[src/rtl/decode_pkg.sv]
// Shared decode definitions: internal opcode ids, RV32 major opcodes and the decoded-entry payload.
package decode_pkg;

    localparam int unsigned INST_W = 32;
    localparam int unsigned OPID_W = 7;
    localparam int unsigned IMM_W  = 32;
    localparam int unsigned RIDX_W = 5;

    typedef enum logic [OPID_W-1:0] {
        ID_ILLEGAL = 7'd0,
        ID_LUI     = 7'd1,  ID_AUIPC  = 7'd2,  ID_JAL    = 7'd3,  ID_JALR   = 7'd4,
        ID_BEQ     = 7'd5,  ID_BNE    = 7'd6,  ID_BLT    = 7'd7,  ID_BGE    = 7'd8,
        ID_BLTU    = 7'd9,  ID_BGEU   = 7'd10,
        ID_LB      = 7'd11, ID_LH     = 7'd12, ID_LW     = 7'd13, ID_LBU    = 7'd14,
        ID_LHU     = 7'd15,
        ID_SB      = 7'd16, ID_SH     = 7'd17, ID_SW     = 7'd18,
        ID_ADDI    = 7'd19, ID_SLTI   = 7'd20, ID_SLTIU  = 7'd21, ID_XORI   = 7'd22,
        ID_ORI     = 7'd23, ID_ANDI   = 7'd24,
        ID_SLLI    = 7'd25, ID_SRLI   = 7'd26, ID_SRAI   = 7'd27,
        ID_ADD     = 7'd28, ID_SUB    = 7'd29, ID_SLL    = 7'd30, ID_SLT    = 7'd31,
        ID_SLTU    = 7'd32, ID_XOR    = 7'd33, ID_SRL    = 7'd34, ID_SRA    = 7'd35,
        ID_OR      = 7'd36, ID_AND    = 7'd37,
        ID_MUL     = 7'd38, ID_MULH   = 7'd39, ID_MULHSU = 7'd40, ID_MULHU  = 7'd41,
        ID_DIV     = 7'd42, ID_DIVU   = 7'd43, ID_REM    = 7'd44, ID_REMU   = 7'd45
    } op_id_e;

    localparam logic [6:0] OPC_LUI    = 7'b0110111;
    localparam logic [6:0] OPC_AUIPC  = 7'b0010111;
    localparam logic [6:0] OPC_JAL    = 7'b1101111;
    localparam logic [6:0] OPC_JALR   = 7'b1100111;
    localparam logic [6:0] OPC_BRANCH = 7'b1100011;
    localparam logic [6:0] OPC_LOAD   = 7'b0000011;
    localparam logic [6:0] OPC_STORE  = 7'b0100011;
    localparam logic [6:0] OPC_OP_IMM = 7'b0010011;
    localparam logic [6:0] OPC_OP     = 7'b0110011;

    localparam logic [6:0] FUNCT7_MULDIV = 7'b0000001;

    typedef struct packed {
        op_id_e              opcode;
        logic [RIDX_W-1:0]   rs1;
        logic [RIDX_W-1:0]   rs2;
        logic [RIDX_W-1:0]   rd;
        logic [IMM_W-1:0]    imm;
        logic                illegal;
    } dec_entry_t;

endpackage

[src/rtl/inst_decode_logic.sv]
// Combinational RV32I word decoder. Define DECODE_RV32M_EN to also recognise the RV32M group.
module inst_decode_logic
    import decode_pkg::*;
(
    input  logic [INST_W-1:0] inst,
    output dec_entry_t        dec
);

    logic [6:0]       opc;
    logic [2:0]       f3;
    logic [6:0]       f7;
    logic             alt;
    logic [IMM_W-1:0] imm_i, imm_s, imm_b, imm_u, imm_j, imm_sh;
    op_id_e           op;
    logic [IMM_W-1:0] imm;

    assign opc = inst[6:0];
    assign f3  = inst[14:12];
    assign f7  = inst[31:25];
    assign alt = inst[30];

    assign imm_i  = {{20{inst[31]}}, inst[31:20]};
    assign imm_s  = {{20{inst[31]}}, inst[31:25], inst[11:7]};
    assign imm_b  = {{19{inst[31]}}, inst[31], inst[7], inst[30:25], inst[11:8], 1'b0};
    assign imm_u  = {inst[31:12], 12'b0};
    assign imm_j  = {{11{inst[31]}}, inst[31], inst[19:12], inst[20], inst[30:21], 1'b0};
    assign imm_sh = {27'b0, inst[24:20]};

    // Opcode id and immediate selection; anything unmatched stays illegal with a zero immediate.
    always_comb begin
        op  = ID_ILLEGAL;
        imm = '0;
        unique case (opc)
            OPC_LUI:   begin op = ID_LUI;   imm = imm_u; end
            OPC_AUIPC: begin op = ID_AUIPC; imm = imm_u; end
            OPC_JAL:   begin op = ID_JAL;   imm = imm_j; end
            OPC_JALR: begin
                if (f3 == 3'b000) op = ID_JALR;
                imm = imm_i;
            end
            OPC_BRANCH: begin
                case (f3)
                    3'b000: op = ID_BEQ;
                    3'b001: op = ID_BNE;
                    3'b100: op = ID_BLT;
                    3'b101: op = ID_BGE;
                    3'b110: op = ID_BLTU;
                    3'b111: op = ID_BGEU;
                    default: op = ID_ILLEGAL;
                endcase
                imm = imm_b;
            end
            OPC_LOAD: begin
                case (f3)
                    3'b000: op = ID_LB;
                    3'b001: op = ID_LH;
                    3'b010: op = ID_LW;
                    3'b100: op = ID_LBU;
                    3'b101: op = ID_LHU;
                    default: op = ID_ILLEGAL;
                endcase
                imm = imm_i;
            end
            OPC_STORE: begin
                case (f3)
                    3'b000: op = ID_SB;
                    3'b001: op = ID_SH;
                    3'b010: op = ID_SW;
                    default: op = ID_ILLEGAL;
                endcase
                imm = imm_s;
            end
            OPC_OP_IMM: begin
                imm = imm_i;
                case (f3)
                    3'b000: op = ID_ADDI;
                    3'b010: op = ID_SLTI;
                    3'b011: op = ID_SLTIU;
                    3'b100: op = ID_XORI;
                    3'b110: op = ID_ORI;
                    3'b111: op = ID_ANDI;
                    3'b001: begin op = ID_SLLI; imm = imm_sh; end
                    3'b101: begin op = alt ? ID_SRAI : ID_SRLI; imm = imm_sh; end
                    default: op = ID_ILLEGAL;
                endcase
            end
            OPC_OP: begin
                if (f7 == FUNCT7_MULDIV) begin
`ifdef DECODE_RV32M_EN
                    case (f3)
                        3'b000: op = ID_MUL;
                        3'b001: op = ID_MULH;
                        3'b010: op = ID_MULHSU;
                        3'b011: op = ID_MULHU;
                        3'b100: op = ID_DIV;
                        3'b101: op = ID_DIVU;
                        3'b110: op = ID_REM;
                        3'b111: op = ID_REMU;
                        default: op = ID_ILLEGAL;
                    endcase
`else
                    op = ID_ILLEGAL;
`endif
                end else begin
                    case (f3)
                        3'b000: op = alt ? ID_SUB : ID_ADD;
                        3'b001: op = ID_SLL;
                        3'b010: op = ID_SLT;
                        3'b011: op = ID_SLTU;
                        3'b100: op = ID_XOR;
                        3'b101: op = alt ? ID_SRA : ID_SRL;
                        3'b110: op = ID_OR;
                        3'b111: op = ID_AND;
                        default: op = ID_ILLEGAL;
                    endcase
                end
            end
            default: op = ID_ILLEGAL;
        endcase
    end

    // Register fields pass through for every encoding, illegal ones included.
    always_comb begin
        dec         = '0;
        dec.opcode  = op;
        dec.rs1     = inst[19:15];
        dec.rs2     = inst[24:20];
        dec.rd      = inst[11:7];
        dec.illegal = (op == ID_ILLEGAL);
        dec.imm     = (op == ID_ILLEGAL) ? '0 : imm;
    end

endmodule

[src/rtl/decode_queue.sv]
// Decode stage: decodes IF words on the write side and buffers them in a circular FIFO toward DP.
// Optional RV32M decoding is enabled with DECODE_RV32M_EN.
module decode_queue
    import decode_pkg::*;
#(
    parameter int unsigned ADDR_WIDTH  = 32,
    parameter int unsigned REG_WIDTH   = 5,
    parameter int unsigned QUEUE_DEPTH = 4
) (
    input  logic                  clk_in,
    input  logic                  rst_in,
    input  logic                  rdy_in,
    input  logic                  IFDC_en,
    input  logic [ADDR_WIDTH-1:0] IFDC_pc,
    input  logic [31:0]           IFDC_inst,
    input  logic                  IFDC_predict_result,
    output logic                  DCIF_stall,
    input  logic                  DPDC_stall,
    input  logic                  ROBDC_clear,
    output logic                  DCDP_en,
    output logic [ADDR_WIDTH-1:0] DCDP_pc,
    output logic [6:0]            DCDP_opcode,
    output logic [REG_WIDTH-1:0]  DCDP_rs1,
    output logic [REG_WIDTH-1:0]  DCDP_rs2,
    output logic [REG_WIDTH-1:0]  DCDP_rd,
    output logic [31:0]           DCDP_imm,
    output logic                  DCDP_predict_result,
    output logic                  DCDP_illegal
);

    localparam int unsigned PTR_W = $clog2(QUEUE_DEPTH);
    localparam int unsigned CNT_W = PTR_W + 1;

    dec_entry_t            dec_in;
    dec_entry_t            dec_mem  [QUEUE_DEPTH];
    logic [ADDR_WIDTH-1:0] pc_mem   [QUEUE_DEPTH];
    logic                  pred_mem [QUEUE_DEPTH];
    logic [PTR_W-1:0]      rd_ptr, wr_ptr;
    logic [CNT_W-1:0]      count;
    logic                  full_c, push_c, pop_c;
    dec_entry_t            head_c;

    inst_decode_logic u_decode (
        .inst (IFDC_inst),
        .dec  (dec_in)
    );

    // Handshake: stall and pop derive from registered occupancy only.
    assign full_c = (count == CNT_W'(QUEUE_DEPTH));
    assign push_c = rdy_in & IFDC_en & ~full_c & ~ROBDC_clear;
    assign pop_c  = rdy_in & ~ROBDC_clear & (count != '0) & ~DPDC_stall;

    always_ff @(posedge clk_in) begin
        if (rst_in) begin
            rd_ptr <= '0;
            wr_ptr <= '0;
            count  <= '0;
            for (int i = 0; i < QUEUE_DEPTH; i++) begin
                dec_mem[i]  <= '0;
                pc_mem[i]   <= '0;
                pred_mem[i] <= 1'b0;
            end
        end else if (ROBDC_clear) begin
            rd_ptr <= '0;
            wr_ptr <= '0;
            count  <= '0;
        end else begin
            if (push_c) begin
                dec_mem[wr_ptr]  <= dec_in;
                pc_mem[wr_ptr]   <= IFDC_pc;
                pred_mem[wr_ptr] <= IFDC_predict_result;
                wr_ptr           <= wr_ptr + PTR_W'(1);
            end
            if (pop_c) begin
                rd_ptr <= rd_ptr + PTR_W'(1);
            end
            case ({push_c, pop_c})
                2'b10:   count <= count + CNT_W'(1);
                2'b01:   count <= count - CNT_W'(1);
                default: count <= count;
            endcase
        end
    end

    assign head_c = dec_mem[rd_ptr];

    assign DCIF_stall          = full_c;
    assign DCDP_en             = pop_c;
    assign DCDP_pc             = pc_mem[rd_ptr];
    assign DCDP_opcode         = head_c.opcode;
    assign DCDP_rs1            = REG_WIDTH'(head_c.rs1);
    assign DCDP_rs2            = REG_WIDTH'(head_c.rs2);
    assign DCDP_rd             = REG_WIDTH'(head_c.rd);
    assign DCDP_imm            = head_c.imm;
    assign DCDP_predict_result = pred_mem[rd_ptr];
    assign DCDP_illegal        = head_c.illegal;

endmodule

[config.mk]
export PLATFORM = sky130hd
export DESIGN_NAME = decode_queue
export DESIGN_NICKNAME = d
export VERILOG_FILES = /design/src/rtl/decode_pkg.sv /design/src/rtl/inst_decode_logic.sv /design/src/rtl/decode_queue.sv
export SDC_FILE = /design/constraint.sdc
export NUM_CORES = 1
export LEC_CHECK = 0
export CORE_MARGIN = 8
export CORE_UTILIZATION = 50
export DETAILED_ROUTE_END_ITERATION = 16
export HOLD_SLACK_MARGIN = 0.05
export PLACE_DENSITY_LB_ADDON = 0.2
export SLEW_MARGIN = 25
export SYNTH_ARGS = -nofsm -noshare
export SYNTH_HDL_FRONTEND = slang
export SYNTH_SLANG_ARGS = --single-unit
[constraint.sdc]
create_clock -name clk_in -period 8.3 [get_ports clk_in]
set_input_delay 0.83 -clock clk_in [delete_from_list [all_inputs] [get_ports clk_in]]
set_output_delay 0.83 -clock clk_in [all_outputs]
set_load 0.03 [all_outputs]
## Word-level counts from Yosys, hierarchy flattened

Memory sizes are Yosys's and may differ from the RTL's. A register that Yosys moved wholly into a read port is not among the register bits.
Cells that the tools add are included.

| cells by class | value |
|---|---|
| bitwise operators | 9 |
| multiplexer cells | 36 |
| $add $sub $neg | 4 |
| equal/unequal tests | 20 |
| reduce and logical (&&, ||, !) cells | 11 |

Operators by type and width:

| cell | number |
|---|---|
| $pmux 32 s6 | 1 |
| $pmux 7 s8 | 2 |
| $mux 32 | 3 |
| $pmux 7 s9 | 1 |
| $mux 55 | 1 |
| $reduce_or 55->1 | 1 |
| $reduce_or 32->1 | 1 |
| $pmux 4 s6 | 1 |
| $eq 7x6->1 const B | 3 |
| $eq 7x7->1 const B | 3 |
| $pmux 4 s5 | 1 |
| $mux 2 | 9 |
| $eq 3x3->1 const B | 5 |
| $pmux 5 s3 | 1 |
| $eq 7x5->1 const B | 2 |
| $mux 1 | 13 |
| $reduce_or 2->1 | 4 |
| $eq 7x1->1 const B | 1 |
| $eq 7x2->1 const B | 1 |
| $logic_not 7->1 | 1 |
| $mux 7 | 1 |
| $and 1x1->1 | 6 |
| $eq 3x2->1 const B | 2 |
| $pmux 3 s2 | 1 |
| 12 further kinds | 15 |

| word-level totals | value |
|---|---|
| input bits | 71 |
| register bits after elaboration | 7 |
| output and inout bits | 90 |
| word-level logic and storage cells | 86 |
| RAM bits | 352 |
| memories | 3 |

Memories:

| name | words | width | rd ports | clocked after memory_dff | wr ports | line | text |
|---|---|---|---|---|---|---|---|
| dec_mem | 4 | 55 | 1 | 1 | 4 | decode_queue.sv:35 | `dec_entry_t dec_mem [QUEUE_DEPTH];` |
| pc_mem | 4 | 32 | 1 | 1 | 4 | decode_queue.sv:36 | `logic [ADDR_WIDTH-1:0] pc_mem [QUEUE_DEPTH];` |
| pred_mem | 4 | 1 | 1 | 1 | 4 | decode_queue.sv:37 | `logic pred_mem [QUEUE_DEPTH];` |

## Depth between registers and ports, before layout

| logic depth | value |
|---|---|
| depth after elaboration | 10 |
| depth in mapped cells | 11 |
| depth with buffers taken out | 9 |

## Cells and area by module

From an unflattened synthesis, not the netlist that was laid out.

| unflattened totals | value |
|---|---|
| cells, all modules | 1,206 |
| area total of the unflattened synthesis | 16,706.0 um^2 |

By module, submodules not included:

| module | seq. area each (um^2) | area an instance (um^2) | times used | cells an instance |
|---|---|---|---|---|
| decode_queue | 10,750.3 | 15,324.7 | 1 | 1,004 |
| inst_decode_logic | 0.0 | 1,381.3 | 1 | 202 |

## Least setup slack after synthesis

OpenSTA, ideal clock, no wires.

| path | value |
|---|---|
| path type | input-to-reg |
| from | in rdy_in |
| to | mem dec_mem[3][0] in the netlist's numbering, enable pin |
| required time | 7,647 ps |
| library setup time | 653 ps |
| slack | -137 ps |
| buffers on the path | 2 |
| cell stages on the path | 6 |
| arrival time | 7,784 ps |
| cell sequence | nor2b_1 and3_1 clkbuf_1 clkbuf_1 nand2_1 o21ai_0 |

RTL lines:

| element | line | text |
|---|---|---|
| from (decl) | decode_queue.sv:12 | `input logic rdy_in,` |
| to (decl) | decode_queue.sv:35 |  |

==> impl_metrics.ini <==
[route]
via_count = 9897
drc = 0
drt_wl_total_um = 39800
ant_nets = 0
firstDrtPassIters = 6
drt_iter0_markers = 865
routed_via_density = 5.81
routedWlPerCell_um = 23.4

[floorplanning]
core.rowCount = 66
dieArea_um2 = 38900
die_y_um = 197
start_util = 0.505
core_um2 = 32500
die_w_um = 197
io_pins = 161

[place]
io_buffers = 159
dpl_cell_area_um2 = 18300
place.gp.congestion = 0.944
hpwl_um = 24000

[timing]
period_share = 0.503
worstMarginPinSlew_ns = 0.956
maxSlewViolCount = 0
skew_ns = 0.0169
rsz0062_at_grt = no
finalHoldViolations = 0
fin_crit_ns = 4.18
slew_headroom = 0.359
finalSetupViolations = 0
tns_ns = 0
fmax_mhz = 239

[yosys]
ys_ff_latch = 357
synth_top_family_by_area = simple AND/OR/NAND/NOR gates
synth_nets = 1179
ys_warn_count = 0
synth-async-reset-ratio = 0
synth_edf_count = 348
synth-compound-area-share = 0.0365
syn_area_um2 = 16400
synth_adder_area_share = 0.00198
synth-seq-area-share = 0.648
synthFlopType = edfxtp_1
netlist_instances = 1106
syn_area_per_cell_um2 = 14.8
yosysUniqueCellTypes = 62
synth_xor_area_frac = 0.00427
synth-simple-area-share = 0.159
synthMuxAreaShare = 0.120

[power_and_ir_drop]
p_leak_uw = 0.00669
finalPower_uw = 4000
power_density_nw_per_um2 = 205
ir_drop_mv = 0.121

[critical_path]
critPathMaxFanout = 68
startpoint = IFDC_inst[14]
cpMaxStageDelayCell = clkdlybuf4s50_1
end_kind = flip-flop
max_stage_delay_ns = 0.92
reg2reg_depth = 5
worstSetupStartpointType = primary input
reg2reg_slack_ns = 4.78
crit_required_ns = 8.55
critPathCapture = dec_mem[2][19]
rr_startpoint = count[1]
critPathKind = primary input to flip-flop
worstPathArrival_ns = 4.43
cp_cell_sequence = clkdlybuf4s50_1, nor2_1, o311ai_0, and4_1, and4_4, buf_4, nor3_1
r2r_end = pc_mem[0][30]

[clock_network]
post_cts_resized = 0
post_cts_buffers = 0
clock_latency_ns = 0.53
numClockSinks = 357
cts_buffers = 38
postCtsHoldBufs = 0
cts_tree = done
cts_buffer_depth = 3
cts_root_buf = clkbuf_16
htree_levels = 2
clk_pin_slew_worst_paths_ns = 0.06

[layout]
final_cell_mix = edfxtp_1, clkdlybuf4s50_1, and2_1
final_nets = 1304
drive_gt1_frac = 0.155
syn2layout_area_growth_pct = 19.0
final_cell_area_um2 = 19500
layout_commonest_cell = edfxtp_1
fillers = 2552

[global_route]
grt_overflow_total = 0
grt_pass1_wl_um = 61600
grt_pass1_vias = 10500
grt_max_degree = 69
grt_use_total = 0.206
antenna_found_initial = 1

[min_path]
worstHoldPathType = flip-flop to flip-flop
hp-start = count[2]

[flow_run]
maxCapViolCount = 0

[outcome]
outcome = complete, no violations
[worst max-delay path, delay by kind of cell]
family / cells / cell delay [ns]
and+or+nand+nor: 4 / 1.45
buffers and inverters: 2 / 1.63
AOI/OAI and AO/OA: 1 / 0.44
[synth_stat cells (all sizes together) (2+ instances only)]
cell    number  area share
xnor2        5      0.0027
and3        52       0.020
a22o         4      0.0021
a2111o       2      0.0014
a21oi       11      0.0034
nor3       102       0.036
nand2       43      0.0098
nor2        74       0.017
and3b        4      0.0021
nor3b        4      0.0018
a22oi        4      0.0018
o211ai       3      0.0014
nand2b       4      0.0015
clkbuf      53       0.012
or3b         3      0.0016
or2          2     0.00076
nand3        4      0.0012
dfxtp        9       0.011
edfxtp     348        0.64
buf         40       0.015
a31oi        4      0.0024
and2       151       0.058
and4         3      0.0016
mux4        87        0.12
nor4         3      0.0015
a211oi       3      0.0020
or3          4      0.0015
inv         12      0.0027
xor2         3      0.0016
nand3b       3      0.0014
o21ai       12      0.0037
o22ai        5      0.0019
nor2b        6      0.0023
a21o        21      0.0096
[sequential cells by signal (all words and copies together), names as in the netlist, named ones only]
signal and cells:
dec_mem 216, pc_mem 128, pred_mem 4, count 3, rd_ptr 2, wr_ptr 2
[metal layers]
| metal | wire length [um] | GRT usage | vias to the layer above |
|---|---|---|---|
| met3 | 3070 | 0.0445 | 65 |
| met2 | 19700 | 0.355 | 368 |
| met1 | 16100 | 0.258 | 5009 |
| met5 | 0 | 0 | - |
| li1 | - | - | 4455 |
| met4 | 954 | 0.0641 | 0 |
[power by group]
group | internal, uW | total (uW) | switching [uW] | leakage [uW]
combinational | 108 | 287 | 180 | 0.00241
sequential | 2040 | 2060 | 16.6 | 0.00368
clock | 960 | 1660 | 697 | 0.000598
[worst min path at each step]
stage          cells after the start       end  slack [ns]
2_1_floorplan                      2  count[2]        0.47
3_3_place_gp                       2  count[2]        0.48
3_5_place_dp                       2  count[2]        0.50
4_1_cts                            2  count[2]        0.51
5_1_grt                            2  count[2]        0.56
6_report                           2  count[2]        0.51
[layout make-up]
| cell class | count | area [um^2] | share of cell area |
|---|---|---|---|
| Tap cell | 442 | 553 | 0.0283 |
| Clock buffer | 46 | 1000 | 0.0513 |
| Antenna cell | 1 | 2.50 | 0.000128 |
| Inverter | 12 | 45.0 | 0.00231 |
| Multi-Input combinational cell | 644 | 5340 | 0.274 |
| Sequential cell | 357 | 10600 | 0.545 |
| Timing Repair Buffer | 178 | 1730 | 0.0888 |
| Clock inverter | 23 | 210 | 0.0108 |
[per-stage QoR]
| step | utilization | hold slack (ns) | setup slack (ns) | std cells |
|---|---|---|---|---|
| final | 0.602 | 0.514 | 4.12 | 1703 |
| after global routing | 0.602 | 0.557 | 3.82 | 1703 |
| after CTS | 0.601 | 0.514 | 4.17 | 1702 |
| after detailed placement | 0.564 | 0.501 | 3.61 | 1633 |
| after global placement | 0.564 | 0.483 | 3.57 | 1633 |
| after floorplan | - | 0.467 | 2.21 | 1106 |
[kinds of logic (layout without fill, tap and decap cells)]
family                   count (synthesis)  count (layout)
AO/OA/AOI/OAI                           80              80
XOR/XNOR                                 8               8
adder cells (fa/ha/maj)                  2               2
buffers and inverters                  105             259
flip-flops                             357             357
multiplexers                            88              88
other                                    1               2
AND/OR/NAND/NOR                        465             465
(Power assumes the default switching activity.)
